--- config.mk ---
export PLATFORM = sky130hd
export DESIGN_NAME = fpu_int_packer
export DESIGN_NICKNAME = d
export VERILOG_FILES = /design/src/rtl/fpu_int_packer.sv
export SDC_FILE = /design/constraint.sdc
export NUM_CORES = 1
export LEC_CHECK = 0
export BUFFER_PORTS_ARGS = -buffer_cell sky130_fd_sc_hd__buf_4
export CAP_MARGIN = 15
export CORE_ASPECT_RATIO = 0.7
export CORE_MARGIN = 2
export CORE_UTILIZATION = 56
export DETAILED_ROUTE_END_ITERATION = 12
export GPL_TIMING_DRIVEN = 0
export PLACE_DENSITY = 0.8
export SLEW_MARGIN = 20
export SYNTH_ARGS = -nofsm -noshare
export SYNTH_HDL_FRONTEND = slang
export SYNTH_SLANG_ARGS = --single-unit
--- constraint.sdc ---
create_clock -name clock100KHz -period 3.5 [get_ports clock100KHz]
set_input_delay 0.525 -clock clock100KHz [delete_from_list [all_inputs] [get_ports clock100KHz]]
set_output_delay 0.525 -clock clock100KHz [all_outputs]
set_load 0.005 [all_outputs]
--- src/rtl/fpu_int_packer.sv ---
// Converts a signed 32-bit integer to the packed {sign, exp[5:0], frac[24:0]} float format.
// Normalisation shifts the magnitude left one bit per clock until the leading one reaches bit 31.
module fpu_int_packer #(
  parameter int BIAS = 31
) (
  input  logic               clock100KHz,
  input  logic               reset,
  input  logic signed [31:0] int_in,
  input  logic               in_valid,
  output logic               in_ready,
  input  logic               out_ready,
  output logic               out_valid,
  output logic [31:0]        data_out,
  output logic [3:0]         status_out,
  output logic               busy
);

  typedef enum logic [1:0] {IDLE, NORM, DONE} state_t;

  localparam logic [3:0] ST_EXACT   = 4'b0001;
  localparam logic [3:0] ST_INEXACT = 4'b0010;

  state_t      state, state_nxt;
  logic        sign_q;
  logic [31:0] mag_q;
  logic [4:0]  k_q;

  // Two's-complement magnitude; the most negative value maps to 0x80000000 as unsigned.
  function automatic logic [31:0] abs32(input logic signed [31:0] v);
    logic [31:0] u;
    u = v;
    return v[31] ? (~u + 32'd1) : u;
  endfunction

  function automatic logic [5:0] exp_of(input logic [4:0] k);
    logic [6:0] e;
    e = 7'(BIAS) + 7'd31 - {2'b00, k};
    return e[5:0];
  endfunction

  // Truncation toward zero: discarded low bits only flag INEXACT, never round.
  function automatic logic [31:0] pack_trunc(input logic s, input logic [4:0] k,
                                              input logic [24:0] frac);
    return {s, exp_of(k), frac};
  endfunction

  always_comb begin
    state_nxt = state;
    in_ready  = 1'b0;
    out_valid = 1'b0;
    busy      = 1'b0;
    case (state)
      IDLE: begin
        in_ready = 1'b1;
        if (in_valid) state_nxt = NORM;
      end
      NORM: begin
        busy = 1'b1;
        if (mag_q == 32'd0 || mag_q[31]) state_nxt = DONE;
      end
      DONE: begin
        busy      = 1'b1;
        out_valid = 1'b1;
        if (out_ready) state_nxt = IDLE;
      end
      default: state_nxt = IDLE;
    endcase
  end

  always_ff @(posedge clock100KHz) begin
    if (reset) begin
      state      <= IDLE;
      sign_q     <= 1'b0;
      mag_q      <= 32'd0;
      k_q        <= 5'd0;
      data_out   <= 32'd0;
      status_out <= 4'b0000;
    end else begin
      state <= state_nxt;
      case (state)
        IDLE: begin
          if (in_valid) begin
            sign_q <= int_in[31];
            mag_q  <= abs32(int_in);
            k_q    <= 5'd0;
          end
        end
        NORM: begin
          if (mag_q == 32'd0) begin
            data_out   <= 32'd0;
            status_out <= ST_EXACT;
          end else if (mag_q[31]) begin
            data_out   <= pack_trunc(sign_q, k_q, mag_q[30:6]);
            status_out <= (mag_q[5:0] != 6'd0) ? ST_INEXACT : ST_EXACT;
          end else begin
            mag_q <= mag_q << 1;
            k_q   <= k_q + 5'd1;
          end
        end
        default: ;
      endcase
    end
  end

endmodule

; ---- Word-level counts from Yosys, hierarchy flattened
; Cells that the tools add are included.
[word_totals]
mem_count = 0
rom_bits = 0
latch_bits = 0
mem_bits_rw = 0
ff_bits = 76
wordCells = 51
[classes]
shift = 0
div = 0
multipliers = 0
magnitude_cmp = 0
bitwise = 1
muxes = 21
add_sub_neg = 3
n_eq_ne = 7
reduce_logical = 12
[op_table]
columns = op, n
row1 = 32-bit 2-to-1 mux, 6
row2 = 32-bit case mux with 2 select lines, 1
row3 = 32-bit by 1-bit adder with 32-bit output (second input constant), 1
row4 = 32-bit zero test, 1
row5 = 32-bit inverter, 1
row6 = 5-bit 2-to-1 mux, 3
row7 = 2-bit inequality test (second input constant), 5
row8 = 5-bit case mux with 2 select lines, 1
row9 = 2-bit 2-to-1 mux, 4
row10 = 4-bit 2-to-1 mux, 2
row11 = 2-bit case mux with 3 select lines, 1
row12 = 3-bit AND reduction, 2
row13 = 6-bit nonzero test, 1
row14 = 6-bit by 5-bit subtractor with 6-bit output (first input constant), 1
row15 = 5-bit by 1-bit adder with 5-bit output (second input constant), 1
row16 = 2-bit AND reduction, 2
row17 = 4-bit AND reduction, 1
row18 = 2-bit nonzero test, 2
row19 = 1-bit 2-to-1 mux, 3
row20 = 2-bit by 1-bit == test with 1-bit output (second input constant), 1
row21 = 2-bit == test (second input constant), 1
row22 = 2-bit zero test, 1
row23 = 2-bit OR reduction, 1
row24 = 1-bit logical OR, 1

; ---- Logic depth before layout (Yosys ltp)
; Gate-level depths: netlist (run 1).
[logic_depth]
depth_word = 5
depth_mapped = 8

; ---- Worst setup path before layout (run 1)
; OpenSTA, ideal clock, no wires.
[synth_timing]
kind = input -> register
start = input port int_in[6]
end = register mag_q[20]
path_stages = 6
setup_ns = 0.114
path_slack_ns = 0.867
required_ns = 3.386
arrival_ns = 2.519
cell_sequence = or4_1 > buf_2 > or4_1 > o41ai_1 > xor2_1 > a2111oi_0
[synth_between]
elab_chain_len = 5
[synth_rtl]
columns = item, line_no
row1 = from (decl), 8  ; input logic signed [31:0] int_in,
row2 = 32-bit inverter, 32  ; return v[31] ? (~u + 32'd1) : u;
row3 = 32-bit by 1-bit adder with 32-bit output, 32
row4 = 32-bit 2-to-1 mux, 32
row5 = 32-bit 2-to-1 mux, 82  ; if (in_valid) begin
row6 = 32-bit case mux with 2 select lines, 80  ; case (state)
row7 = to (signal assigned), 84  ; mag_q <= abs32(int_in);
row8 = to (signal assigned), 96  ; mag_q <= mag_q << 1;
row9 = to (decl), 25  ; logic [31:0] mag_q;
; Every way passes these cells. The select of a mux whose other input is x is not followed.
; A chain may end at the register's enable or synchronous reset.

; ---- Worst setup path after layout (run 1)
[layout_timing]
start = register state[0]
end = register mag_q[7]
[layout_between]
elab_chain_len = 3
[layout_rtl]
columns = item, line_no
row1 = from (decl), 23  ; state_t state, state_nxt;
row2 = from (signal assigned), 79  ; state <= state_nxt;
row3 = 2-bit by 1-bit == test with 1-bit output or 2-bit zero test (tied branches), 80
row4 = 2-bit inequality test (no source line) or 2-bit nonzero test (tied branches), --
row5 = 4-bit AND reduction (no source line), --
; Several ways; a longest one is shown, not always the timed one.

==> results_dict.tcl, run 1 <==
set metrics [dict create \
    status "finished, final reports clean" \
    synth-adder-area-share_pct 1.55 \
    cts_made_buffers 9 \
    wl_um 13500 \
    layout_common_cells "74 x dfxtp_1, 72 x buf_4, 53 x nand2_1, 53 x a21oi_1, 35 x clkbuf_1" \
    period_share_pct 92.5 \
    fp-row-count 25 \
    async_flop_share_pct 0 \
    synth_top_cell_by_area "dfxtp_1" \
    grt_pass1_vias 3891 \
    postCtsSetupBuffers 0 \
    drv_cap 0 \
    power_density_nw_per_um2 513 \
    cts.reportedPaths.clkPinSlew_ps 80 \
    leakage_nw 1.85 \
    synthMuxAreaShare_pct 1.74 \
    cp.arrival_ps 3450 \
    remaining_drc_errors 0 \
    synth_top_area_share_pct 36.7 \
    vdd_drop_max_mv 0.357 \
    wl_per_cell_um 20.4 \
    synth.distinct_cells 54 \
    ys.flop_type "dfxtp_1" \
    start_util_pct 58.9 \
    worstSetupEndpointType "register" \
    cts_resized 0 \
    die_h_um 75.0 \
    total_power_mw 2.53 \
    rsz0062_at_grt "false" \
    syn-instance-count 481 \
    grt.total_usage_pct 35.3 \
    syn_area_per_cell_um2 8.39 \
    num-fill-cells 532 \
    htreeDepth 3 \
    worstSetupStartpointType "register" \
    fin_cells 662 \
    cts_root_buffer "clkbuf_8" \
    io_pins 75 \
    final_max_slew_viol_count 0 \
    worstMarginPinSlew_ps 810 \
    clock-sinks 74 \
    place_congestion 0.992 \
    synth_edf_count 0 \
    vias 4344 \
    dr.pass1.iters 8 \
    synth-compound-area-share_pct 29.8 \
    hold_viol 0 \
    vias_per_cell 6.56 \
    die_x_um 105 \
    cp.required_ps 3710 \
    dr.first_iter.drc_count 577 \
    synthTopCellsByArea "dfxtp_1 37%, a21oi_1 6.6%, o221a_2 5.9%" \
    criticalPathCategory "register to register" \
    dpl.hpwl_um 9860 \
    cts.path.max_buffers 2 \
    coreArea_um2 6850 \
    max_slew_margin_pct 45.7 \
    port_buffers 70 \
    ys_seq_area_share_pct 36.7 \
    fin_hold_ws_ps 463 \
    layout-drive-gt1-share_pct 22.2 \
    die-area_um2 7910 \
    place_ws_ps 468 \
    finalSetupTns_ps 0 \
    n_antenna_cell 0 \
    grt_pass1_wl_um 21200 \
    antenna_found_initial 0 \
    placed_cells 646 \
    grt_overflow 0 \
    fmax_ghz 0.309 \
    worst_slack_ps 262 \
    synth_xor_area_share_pct 6.29 \
    syn_to_final_growth_pct 22.1 \
    synthSimpleGateAreaFrac_pct 18.7 \
    clkLatencyLatePin_ps 360 \
    yosysWarnings 0 \
    synth_top_family_by_area "compound AO/OA/AOI/OAI gates" \
    cts_hold_buffers 0 \
    synth-seq-cells 74 \
    setup_violations 0 \
    final_nets 604 \
    ant_nets 0 \
    layout_commonest_cell "dfxtp_1" \
    hold_path_class "register to register" \
    grt_start_max_net_pins 14 \
    synth_area_um2 4040 \
    final.setup_skew_ps 7.33 \
    cts_tree "yes" \
    period_needed_ps 3240 \
    crit_fanout 10 \
]
-- worst max-delay path, cell delays in order, from the launching register on --
cell and delay [ps]:
dfxtp_1 360, inv_1 70, ha_1 290, o21ai_0 620, o31ai_1 370, nor2_1 600
clkbuf_1 570, o21ai_0 210
-- synthesized netlist by cell type, types with 6 or more instances --
library cell	number
dfxtp_1	74
nand3_1	13
o221a_2	21
clkbuf_1	34
nor4_1	10
inv_1	9
mux2i_1	7
o32ai_1	7
o21ai_0	25
o31ai_1	11
a211oi_1	6
nand2_1	53
or3_1	7
nor3_1	11
a21oi_1	53
o41ai_1	10
xnor2_1	24
or4_1	11
nor2_1	22
-- state kept, by name, indices dropped and copies added (netlist names) --
name and count:
status_out 2, sign_q 1, data_out 32, state 2, mag_q 32, k_q 5
-- layer usage --
metal,track usage [%],wire (µm)
met1,50.0,5920
met2,53.7,5660
met3,7.71,1490
met4,12.4,437
met5,0,0
-- worst paths after layout --
kind                                   from                   endpoint  slack (ps)  depth (start not counted)
setup / recovery      state[0]$_SDFFE_PP0P_      mag_q[7]$_SDFFE_PP0P_         260                          7
hold / removal    data_out[13]$_SDFFE_PP0P_  data_out[13]$_SDFFE_PP0P_         460                          2
hold reg to reg   data_out[13]$_SDFFE_PP0P_  data_out[13]$_SDFFE_PP0P_         460                          2
setup reg to reg      state[0]$_SDFFE_PP0P_      mag_q[7]$_SDFFE_PP0P_         260                          7
-- final cells by class --
| type | instances | area, µm² | share of cell area [%] |
|---|---|---|---|
| plain buffers | 41 | 170 | 3.45 |
| flip-flops and latches | 74 | 1480 | 30.1 |
| inverters | 10 | 37.5 | 0.762 |
| clock inverters | 6 | 113 | 2.28 |
| multi-input cells | 357 | 2360 | 47.8 |
| well taps | 94 | 118 | 2.39 |
| repair buffers | 70 | 526 | 10.7 |
| clock buffers | 10 | 128 | 2.59 |
-- cells by family (layout without fill, tap and decap cells) --
kind of cell	after synthesis	after routing
adder cells (fa/ha/maj)	5	5
buffers and inverters	51	137
other	1	2
AND/OR/NAND/NOR	150	150
multiplexers	7	7
flip-flops	74	74
AO/OA/AOI/OAI	164	164
XOR/XNOR	29	29
-- report_power, final --
part | switching, mW | total (mW) | internal [mW]
Combinational | 0.407 | 0.662 | 0.255
Clock | 0.337 | 0.815 | 0.478
Sequential | 0.119 | 1.05 | 0.932
-- stage by stage --
step / cell area [µm²] / util [%]
6_report: 4930 / 71.9
4_1_cts: 4930 / 71.9
2_1_floorplan: 4040 / -
3_3_place_gp: 4680 / 68.4
3_5_place_dp: 4690 / 68.4
5_1_grt: 4930 / 71.9
Note: power is estimated with default switching activity, not from simulation.
==> run 2: changes to the inputs <==
--- a/config.mk
+++ b/config.mk
@@ -7,7 +7,7 @@
 export LEC_CHECK = 0
 export BUFFER_PORTS_ARGS = -buffer_cell sky130_fd_sc_hd__buf_4
 export CAP_MARGIN = 15
-export CORE_ASPECT_RATIO = 0.7
+export CORE_ASPECT_RATIO = 0.8
 export CORE_MARGIN = 2
 export CORE_UTILIZATION = 56
 export DETAILED_ROUTE_END_ITERATION = 12
==> run 2 against run 1 <==
Net effect:
- register-to-register slack barely moved
- final area fell by 0.71%
- routed wire length fell by 2.1%
- largest power group unchanged
- via count fell by 1.5%
- critical endpoint is now mag_q[28]$_SDFFE_PP0P_
==> results_dict.tcl, run 2 (same netlist as run 1, synthesis figures left out) <==
set metrics [dict create \
    dr.first_iter.drc_count 401 \
    min_from "data_out[13]$_SDFFE_PP0P_" \
    worst_slack_ps 269 \
    whs_path_depth 2 \
    rr_startpoint "state[1]$_SDFFE_PP0P_" \
    max_slew_margin_pct 43.0 \
    cts.path.max_buffers 2 \
    slowest_stage "o21ai_0" \
    worstSetupEndpointType "register" \
    cts_made_buffers 9 \
    largestRegisters "data_out (32), mag_q (32), k_q (5)" \
    io_pins 75 \
    rsz0062_at_grt "false" \
    placed_cells 639 \
    grt_start_max_net_pins 14 \
    grt_pass1_vias 3930 \
    vias_per_cell 6.54 \
    dr.pass1.iters 5 \
    hold_end "data_out[13]$_SDFFE_PP0P_" \
    cts_tree "yes" \
    cp.required_ps 3800 \
    cp.arrival_ps 3530 \
    r2r_slack_ps 270 \
    finalSetupTns_ps 0 \
    setup_violations 0 \
    wl_um 13200 \
    layout_commonest_cell "dfxtp_1" \
    dpl.hpwl_um 9820 \
    remaining_drc_errors 0 \
    clkLatencyLatePin_ps 360 \
    syn_to_final_growth_pct 21.2 \
    finish.utilization_pct 70.7 \
    regToRegEndpoint "mag_q[28]$_SDFFE_PP0P_" \
    grt_overflow 0 \
    leakage_nw 1.83 \
    place_congestion 0.967 \
    start_util_pct 58.3 \
    coreArea_um2 6930 \
    die_h_um 79.9 \
    cts_resized 0 \
    cpPeakStageDelay_ps 670 \
    crit_fanout 10 \
    worstMarginPinSlew_ps 848 \
    layout_common_cells "74 x dfxtp_1, 72 x buf_4, 53 x nand2_1, 53 x a21oi_1, 34 x clkbuf_1" \
    design_area_um2 4890 \
    drv_cap 0 \
    final_max_slew_viol_count 0 \
    antenna_found_initial 0 \
    grt.total_usage_pct 33.8 \
    ant_nets 0 \
    period_share_pct 92.3 \
    layout-drive-gt1-share_pct 22.2 \
    worstPathCellList "inv_1, ha_1, o21ai_0, o31ai_1, nor2_1, clkbuf_1, o221a_2" \
    fin_hold_ws_ps 455 \
    hold_path_class "register to register" \
    fp-row-count 27 \
    total_power_mw 2.44 \
    wl_per_cell_um 20.2 \
    num-fill-cells 588 \
    final_nets 604 \
    fin_cells 654 \
    power_density_nw_per_um2 498 \
    r2r_cells 7 \
    period_needed_ps 3230 \
    worstSetupStartpointType "register" \
    placed_area_um2 4680 \
    htreeDepth 3 \
    hold_viol 0 \
    place_ws_ps 454 \
    postCtsSetupBuffers 0 \
    cts_hold_buffers 0 \
    status "finished, final reports clean" \
    die-area_um2 7910 \
    clock-sinks 74 \
    vdd_drop_max_mv 0.327 \
    vias 4280 \
    cts_root_buffer "clkbuf_8" \
    grt_pass1_wl_um 20800 \
    criticalPathCategory "register to register" \
    die_x_um 98.9 \
    cts.reportedPaths.clkPinSlew_ps 80 \
    n_antenna_cell 0 \
    fmax_ghz 0.309 \
    port_buffers 70 \
    final.setup_skew_ps 13.0 \
]
run 2: changes by cell type in the layout (fill, tap and decap cells not counted):
cell / delta
bufinv_16: -1
clkbuf_1: -1
clkinv_4: +1
clkinvlp_4: +1
inv_6: -1
run 2: final cells by class:
class | count | area, µm² | area share (%)
multi-input cells | 357 | 2360 | 48.1
flip-flops and latches | 74 | 1480 | 30.3
repair buffers | 70 | 526 | 10.7
plain buffers | 41 | 170 | 3.48
clock buffers | 9 | 124 | 2.53
well taps | 87 | 109 | 2.22
clock inverters | 6 | 90.1 | 1.84
inverters | 10 | 37.5 | 0.767
run 2: how the worst max path moves through the flow:
stage	from	end
after floorplan	int_in[6]	mag_q[20]$_SDFFE_PP0P_
after global placement	state[0]$_SDFFE_PP0P_	mag_q[29]$_SDFFE_PP0P_
after detailed placement	state[0]$_SDFFE_PP0P_	mag_q[29]$_SDFFE_PP0P_
after CTS	state[1]$_SDFFE_PP0P_	mag_q[29]$_SDFFE_PP0P_
after global routing	state[1]$_SDFFE_PP0P_	mag_q[26]$_SDFFE_PP0P_
final	state[1]$_SDFFE_PP0P_	mag_q[28]$_SDFFE_PP0P_
run 2: metal layers:
metal,vias up,track usage (%),routed length (µm)
li1,1972,-,-
met1,1989,46.6,5610
met2,279,51.7,5840
met3,40,6.39,1380
met4,0,14.8,387
met5,-,0,0
run 2: worst max-delay path, delay by kind of cell (launching register included):
family	cells	cell delay (ps)
AO/OA/AOI/OAI	3	1350
adder cells (fa/ha/maj)	1	300
buffers and inverters	2	620
flip-flops	1	370
AND/OR/NAND/NOR	1	540
run 2: report_power, final:
| group | internal [mW] | total (mW) | switching (mW) |
|---|---|---|---|
| Combinational | 0.256 | 0.653 | 0.397 |
| Clock | 0.400 | 0.733 | 0.334 |
| Sequential | 0.932 | 1.05 | 0.118 |
| Total | 1.59 | 2.44 | 0.849 |
